===== config.mk =====
export PLATFORM = sky130hd
export DESIGN_NAME = jg_window_judge
export DESIGN_NICKNAME = d
export VERILOG_FILES = /design/src/rtl/jg_pkg.sv /design/src/rtl/jg_window_judge_sample_judge.sv /design/src/rtl/jg_window_judge.sv
export SDC_FILE = /design/constraint.sdc
export NUM_CORES = 1
export LEC_CHECK = 0
export CAP_MARGIN = 20
export CORE_MARGIN = 2
export CORE_UTILIZATION = 51
export DETAILED_ROUTE_END_ITERATION = 8
export PLACE_DENSITY = 0.77
export SYNTH_ARGS = -nofsm -noshare
export SYNTH_HDL_FRONTEND = slang
export SYNTH_HIERARCHICAL = 1
export SYNTH_SLANG_ARGS = --single-unit

===== constraint.sdc =====
create_clock -name clk -period 1.9 [get_ports clk]
set_input_delay 0.38 -clock clk [delete_from_list [all_inputs] [get_ports clk]]
set_output_delay 0.38 -clock clk [all_outputs]
set_load 0.05 [all_outputs]

===== src/rtl/jg_pkg.sv =====
`default_nettype none
// ============================================================================
// jg_pkg : shared types and the uniform-sample (all-zeros/all-ones) test
// Revision: 1.0
// ============================================================================
package jg_pkg;

   typedef enum logic [0:0] {JG_COLLECT = 1'b0, JG_REPORT = 1'b1} jg_state_t;

   localparam int JG_MAX_W = 32;

   // Only bits [w-1:0] of v are meaningful; callers zero-extend narrower samples.
   function automatic logic jg_is_uniform(input logic [JG_MAX_W-1:0] v, input int unsigned w);
      logic uni;
      uni = 1'b1;
      for (int unsigned i = 1; i < JG_MAX_W; i++) begin
         if (i < w && v[i] != v[0]) uni = 1'b0;
      end
      return uni;
   endfunction

endpackage
`default_nettype wire


===== src/rtl/jg_window_judge_sample_judge.sv =====
`default_nettype none
// ============================================================================
// jg_sample_judge : combinational X (>= THRESH) and Y (uniform) judge of one sample
// Revision: 1.0
// ============================================================================
module jg_sample_judge
   import jg_pkg::*;
#(
   parameter int W      = 3,
   parameter int THRESH = 5
) (
   input  logic [W-1:0] sample,
   output logic         x_flag,
   output logic         y_flag
);

   localparam logic [W-1:0] C_THRESH = THRESH[W-1:0];

   logic [JG_MAX_W-1:0] sample_ext;

   always_comb begin
      sample_ext        = '0;
      sample_ext[W-1:0] = sample;
   end

   assign x_flag = (sample >= C_THRESH);
   assign y_flag = jg_is_uniform(sample_ext, W);

endmodule
`default_nettype wire


===== src/rtl/jg_window_judge.sv =====
`default_nettype none
// ============================================================================
// jg_window_judge : per-sample X/Y judge with windowed hit counts and Y-run alarm
// Optional build macro JG_STICKY_ALARM_EN holds run_alarm until the next report handshake.
// Revision: 1.0
// ============================================================================
module jg_window_judge
   import jg_pkg::*;
#(
   parameter int W       = 3,
   parameter int THRESH  = 5,
   parameter int WIN     = 8,
   parameter int RUN_LEN = 3
) (
   input  logic                       clk,
   input  logic                       rst,
   input  logic                       in_valid,
   output logic                       in_ready,
   input  logic [W-1:0]               in_data,
   output logic                       x,
   output logic                       y,
   output logic                       flag_vld,
   output logic                       out_valid,
   input  logic                       out_ready,
   output logic [$clog2(WIN+1)-1:0]   x_cnt,
   output logic [$clog2(WIN+1)-1:0]   y_cnt,
   output logic                       run_alarm
);

   localparam int CW = $clog2(WIN + 1);
   localparam int RW = $clog2(RUN_LEN + 1);
   localparam logic [CW-1:0] C_LAST    = CW'(WIN - 1);
   localparam logic [RW-1:0] C_RUN_MAX = RW'(RUN_LEN);

   jg_state_t state_q, state_d;

   logic          x_w, y_w;
   logic          accept, handshake, win_done;

   logic [CW-1:0] sample_cnt_q, sample_cnt_d;
   logic [CW-1:0] x_acc_q, x_acc_d, y_acc_q, y_acc_d;
   logic [CW-1:0] x_cnt_q, x_cnt_d, y_cnt_q, y_cnt_d;
   logic [RW-1:0] run_q, run_d;
   logic          x_q, x_d, y_q, y_d, flag_vld_q, flag_vld_d;
   logic          out_valid_q, out_valid_d, alarm_q, alarm_d;

   jg_sample_judge #(.W(W), .THRESH(THRESH)) u_judge (
      .sample (in_data),
      .x_flag (x_w),
      .y_flag (y_w)
   );

   assign accept    = in_valid & in_ready;
   assign handshake = out_valid_q & out_ready;
   assign win_done  = accept && (sample_cnt_q == C_LAST);

   // ---------------- FSM: state register ----------------
   always_ff @(posedge clk) begin
      if (rst) state_q <= JG_COLLECT;
      else     state_q <= state_d;
   end

   // ---------------- FSM: next state ----------------
   always_comb begin
      state_d = state_q;
      case (state_q)
         JG_COLLECT: if (win_done)  state_d = JG_REPORT;
         JG_REPORT:  if (handshake) state_d = JG_COLLECT;
         default:                   state_d = JG_COLLECT;
      endcase
   end

   // ---------------- FSM: outputs ----------------
   always_comb begin
      in_ready = (state_q == JG_COLLECT);
   end

   // ---------------- datapath next values ----------------
   always_comb begin
      sample_cnt_d = sample_cnt_q;
      x_acc_d      = x_acc_q;
      y_acc_d      = y_acc_q;
      x_cnt_d      = x_cnt_q;
      y_cnt_d      = y_cnt_q;
      run_d        = run_q;
      x_d          = x_q;
      y_d          = y_q;
      flag_vld_d   = 1'b0;
      out_valid_d  = out_valid_q;
      alarm_d      = alarm_q;

      if (accept) begin
         x_d        = x_w;
         y_d        = y_w;
         flag_vld_d = 1'b1;
         if (!y_w)                   run_d = '0;
         else if (run_q != C_RUN_MAX) run_d = run_q + 1'b1;

         if (win_done) begin
            // The completing sample is folded into the report, not the next window.
            x_cnt_d      = x_acc_q + CW'(x_w);
            y_cnt_d      = y_acc_q + CW'(y_w);
            x_acc_d      = '0;
            y_acc_d      = '0;
            sample_cnt_d = '0;
            out_valid_d  = 1'b1;
         end else begin
            x_acc_d      = x_acc_q + CW'(x_w);
            y_acc_d      = y_acc_q + CW'(y_w);
            sample_cnt_d = sample_cnt_q + 1'b1;
         end
      end

      if (handshake) out_valid_d = 1'b0;

`ifdef JG_STICKY_ALARM_EN
      if (accept && run_d == C_RUN_MAX) alarm_d = 1'b1;
      else if (handshake)               alarm_d = 1'b0;
`else
      if (accept) alarm_d = (run_d == C_RUN_MAX);
`endif
   end

   always_ff @(posedge clk) begin
      if (rst) begin
         sample_cnt_q <= '0;
         x_acc_q      <= '0;
         y_acc_q      <= '0;
         x_cnt_q      <= '0;
         y_cnt_q      <= '0;
         run_q        <= '0;
         x_q          <= 1'b0;
         y_q          <= 1'b0;
         flag_vld_q   <= 1'b0;
         out_valid_q  <= 1'b0;
         alarm_q      <= 1'b0;
      end else begin
         sample_cnt_q <= sample_cnt_d;
         x_acc_q      <= x_acc_d;
         y_acc_q      <= y_acc_d;
         x_cnt_q      <= x_cnt_d;
         y_cnt_q      <= y_cnt_d;
         run_q        <= run_d;
         x_q          <= x_d;
         y_q          <= y_d;
         flag_vld_q   <= flag_vld_d;
         out_valid_q  <= out_valid_d;
         alarm_q      <= alarm_d;
      end
   end

   assign x         = x_q;
   assign y         = y_q;
   assign flag_vld  = flag_vld_q;
   assign out_valid = out_valid_q;
   assign x_cnt     = x_cnt_q;
   assign y_cnt     = y_cnt_q;
   assign run_alarm = alarm_q;

endmodule
`default_nettype wire


; ---- Word level (Yosys, flattened, before mapping)
; Cells that the tools add are included.
[op_classes]
muxes = 12
div_mod_pow = 0
n_shift = 0
n_eq_ne = 5
n_mul = 0
add_sub_neg = 4
n_lt_le_gt_ge = 1
bitwise = 3
n_reduce_logical = 3
[ops]
columns = cell, n
row1 = $mux 4, 3
row2 = $add 4x1->4, 2
row3 = $mux 2, 3
row4 = $mux 1, 5
row5 = $add 4x1->4 const B, 1
row6 = $eq 4x3->1 const B, 1
row7 = $ge 3x3->1 const B, 1
row8 = $add 2x1->2 const B, 1
row9 = $and 1x1->1, 2
row10 = $eq 2x2->1 const B, 1
row11 = $ne 1x1->1, 2
row12 = $ne 2x2->1 const B, 1
row13 = $pmux 1 s2, 1
row14 = $reduce_and 2->1, 1
row15 = $reduce_or 2->1, 1
row16 = $logic_and 1x1->1, 1
row17 = $not 1->1, 1
[totals]
latchBits = 0
elab_cells = 40
ramBits = 0
regBits = 28
in_bits = 7
rom_bits = 0
mem_count = 0

; ---- Longest topological paths before layout
[logic_depth]
word_depth = 6
mapped_depth = 7
mapped_depth_nobuf = 7

; ---- Modules after synthesis
; The synthesis kept the hierarchy.
[modules_own_cells]
columns = module, area_per_inst_um2, seq_area_each_um2, n_inst, cells_per_inst
row1 = jg_window_judge, 1191.1, 560.5, 1, 136
row2 = jg_sample_judge, 38.8, 0.0, 1, 5

; ---- Worst setup path after synthesis
; Ideal clock, no wire load.
[synth_path]
kind = input port to flip-flop
start = input in_data[1]
end = register y_cnt_q[2], in the netlist y_cnt[2]
n_path_buf = 0
path_slack_ns = 0.256
required_ns = 1.814
t_arrival_ns = 1.558
cell_stages = 7
setup_time_ns = 0.086
path_cell_list = inv_1 > ha_1 > and2_1 > ha_1 > ha_1 > xnor2_1 > a211oi_1
[synth_via]
elab_chain_cells = 4
[synth_rtl]
columns = element, line_no
row1 = start: declaration, jg_window_judge.sv:19  ; input logic [W-1:0] in_data,
row2 = $ne 1x1->1, jg_pkg.sv:17  ; if (i < w && v[i] != v[0]) uni = 1'b0;
row3 = $mux 1 (2 in series), jg_pkg.sv:17
row4 = named net y_w, jg_window_judge.sv:37  ; logic x_w, y_w;
row5 = $add 4x1->4, jg_window_judge.sv:102  ; y_cnt_d = y_acc_q + CW'(y_w);
row6 = end signal: assignment, jg_window_judge.sv:142  ; y_cnt_q <= y_cnt_d;
row7 = end: declaration, jg_window_judge.sv:42  ; logic [CW-1:0] x_cnt_q, x_cnt_d, y_cnt_q, y_cnt_d;
; The timed path passes the listed nets, and every way through them passes these cells.
; A chain may end at the register's enable or synchronous reset.

; ---- Worst setup path in the final report
[layout_path]
start = register y_cnt_q[3], in the netlist y_cnt[3]
end = output y_cnt[3]
[layout_lines]
columns = element, line_no
row1 = end: declaration, jg_window_judge.sv:26  ; output logic [$clog2(WIN+1)-1:0] y_cnt,
; No word-level cell between the ends.

==> results.md <==
- Remaining antenna violation count after routing: 0
- Via/cell ratio: 5.621
- Met3 Resource Use GR: 2.825%
- Maximum operating frequency: 0.5399 GHz
- Grt total ovfl: 0
- Worst slew margin relative to its limit: 66.30%
- Highest cell delay on the worst timing path: 790 ps
- Crit Path Max Fanout: 2
- Critical setup path kind: reg2out
- Vias after detailed routing: 1068
- # Post-CTS Setup Buffers: 0
- Part of the cycle the worst path needs: 97.48%
- Part of the power in the clock network: 34.9%
- Hold Path Class: reg2reg
- Leakage power figure: 0.7069 nW
- Cell chain of the critical path: clkdlybuf4s50_1
- Post-synth design cell area: 1230 sq um
- Gate count after technology mapping: 141
- Filler cells: 210
- NumNets Final: 176
- WL/cell: 12.59 um
- Overall routing resource usage: 19.58%
- Hpwl dp: 1735 um
- Count of unique library cells instantiated by Yosys: 28
- Destination of the worst hold path: run_alarm
- Required time of the worst setup path: 1520 ps
- Crit path arrival time: 1470 ps
- Post-synth EDFFs: 0
- Area grow syn2layout: 26.76%
- Fraction of synthesis flops using an asynchronous set or reset pin: 0%
- Pwr Density: 708.2 nW/um^2
- Fin crit period: 1852 ps
- Post-synthesis sequential element count: 28
- Utilization after layout: 69.15%
- Switching power: 0.2415 mW
- Share of synthesized area occupied by flip-flops and latches: 45.57%
- Worst setup EP type: primary output
- RSZ-0062 raised after global routing: no
- Buffer and inverter count on the worst path: 1
- Result of the run: complete, no violations
- Max capacitance violation total: 0
- Hold Fails Final Rpt: 0
- Die width: 53.11 um
- Std-Cell Rows: 17
- # clock sinks: 28
- Antenna violations before repair: 0
- Final weighted congestion of routability-driven global placement: 0.7437
- P_int: 0.8626 mW
- Cell family with the largest share of critical-path delay: buffers and inverters
- Library cell occupying the most area in the post-synthesis netlist: dfxtp_1
- GR met2 Demand/Resource: 34.79%
- Die Height: 53.11 um
- Leading cell type in the layout, fill and taps excluded: dfxtp_1
- Reg2Reg Setup Slack: 270 ps
- Pre-antenna DRT Iters: 4
- Finish-stage setup viols: 0
- Combinational Power Share: 10.1%
- Largest net degree at the start of global routing: 22
- Inserted Clock Buffers: 3
- Terminus of the critical flop-to-flop path: sample_cnt_q[3]
- Buffers from clock root to sink, at most: 2
- Net count after synthesis: 154
- Number of buffers added to fix hold violations after cts: 0
- Register-to-Register Path Depth: 4
- Transition at the pin with the smallest max-transition slack: 504.7 ps
- Worst voltage drop across the vdd grid: 0.0005447 V
- Average footprint of a synthesized cell: 8.723 sq um
- Total number of yosys warnings: 6
- Final count of pins violating max slew: 0
- Clock skew after layout: 1.565 ps
- Count of pins on the block boundary: 21
- Beginning of the worst register-to-register path: sample_cnt_q[0]
- Fraction of synthesized cell area taken by the top area cell type: 45.57%
- TritonCTS clock tree: done
- Most used flip-flop cell after synthesis: dfxtp_1
- Via count of the first global-routing pass: 988
- Initial core utilization: 54.55%
- Floorplan core area: 2255 sq um
- First-pass GRT wire length: 4036 um
- Min-Delay Startpoint: run_alarm
- CTS clock-pin slew for the worst setup and hold paths: 150 ps
- # H-tree levels: 1
- Most frequent cells in the layout: 28 x dfxtp_1, 20 x a21oi_1, 16 x nand2_1
- Total routed wirelength: 2393 um
- Slowest cell on the critical path: clkdlybuf4s50_1
- Fraction of power consumed by sequential logic: 55.0%
- Area of the multi-input gates: 621.8 sq um
- Share of final-layout standard cells stronger than drive strength 1: 11.11%
- Total area of sequential cells: 560.5 sq um
- CTS Root Buffer Type: clkbuf_4
- Setup tns final: 0 ps
- Top area cells in the synthesized netlist: dfxtp_1 46%, a21oi_1 8.5%, ha_1 6.1%, nand3_1 5.3%, nand2_1 4.9%
- # diodes: 0
- Port Buffers: 20
- Proportion of total power due to net switching: 21.87%
- Die outline area: 2821 sq um
- Insertion delay to the later sink of the worst-skew pair: 320 ps
- Most crowded layer after global routing: met2
- Worst setup SP type: flop
- Drt first-iter violations: 13
- Number of instances on the worst hold path: 2
- DRC violation count after routing: 0
- Met1 routing resource usage after global routing: 23.54%
-- power groups by stage --
stage | registers (mW) | clock network [mW] | logic, mW
final | 0.607 | 0.385 | 0.112
after global routing | 0.610 | 0.415 | 0.126
after CTS | 0.607 | 0.403 | 0.111
after detailed placement | 0.620 | 0 | 0.111
after global placement | 0.619 | 0 | 0.108
after floorplan | 0.630 | 0 | 0.0585
-- through the flow --
stage	power (mW)	setup WS, ps	hold slack, ps	cells	instance area (sq um)
2_1_floorplan	0.6889	256.4	435.6	141	1230
3_3_place_gp	0.7278	-279.1	444.5	186	1475
3_5_place_dp	0.7311	-342.8	449.8	186	1475
4_1_cts	1.121	1.611	469.4	190	1526
5_1_grt	1.150	1.868	483.5	190	1559
6_report	1.104	47.94	464.9	190	1559
-- timing repair --
item / CTS / global route
gates resized for setup: 1 / 13
pin swaps: 0 / 1
endpoints found under the setup margin: 1 / 13
-- flip-flops by register name, indices dropped and copies added (netlist names) --
register	flops
flag_vld	1
out_valid	1
run_alarm	1
run_q	2
sample_cnt_q	4
state_q	1
x	1
x_acc_q	4
x_cnt	4
y	1
y_acc_q	4
y_cnt	4
-- logic make-up (layout without fill, tap and decap cells) --
| group | count (synthesis) | after routing | share of synthesized area, % |
|---|---|---|---|
| simple gates | 53 | 53 | 23.30 |
| buf+inv | 12 | 33 | 4.680 |
| compound gates | 36 | 36 | 16.07 |
| flops | 28 | 28 | 45.57 |
| xor+xnor | 6 | 6 | 4.273 |
| fa+ha+maj | 6 | 6 | 6.104 |
-- area by class of cell --
cell class	count	share of cell area (%)
clock buffers	3	1.445
clock inverters	1	1.926
inverters	2	0.4815
multi-input cells	101	39.89
flip-flops and latches	28	35.95
well taps	28	2.247
repair buffers	27	18.06
-- worst max-delay path by stage --
stage	endpoint	depth (start not counted)	startpoint	slack, ps
finish	y_cnt[3]	1	y_cnt[3]	50
global route	y_cnt[3]	1	y_cnt[3]	2
CTS	x	1	x	2
detailed placement	y_cnt[2]	8	in_data[1]	-340
global placement	y_cnt[2]	8	in_data[1]	-280
floorplan	y_cnt[2]	7	in_data[1]	260
-- cell usage after synthesis, types with 2 or more instances --
cell type	count
nand3b_1	6
dfxtp_1	28
a211oi_1	4
a21oi_1	21
or3_1	3
clkbuf_1	5
nand4b_1	2
xnor2_1	3
xor2_1	3
nor2_1	5
buf_2	4
o21ai_1	2
nand2b_1	2
nand2_1	16
a31oi_1	2
inv_1	2
o21ai_0	5
ha_1	6
nand3_1	13
-- routing by layer --
layer	part of all wire, %	up-vias
met4	0.50	0
li1	-	538
met2	51	18
met1	45	510
met5	0	-
met3	3.7	2
(Power assumes the default switching activity.)
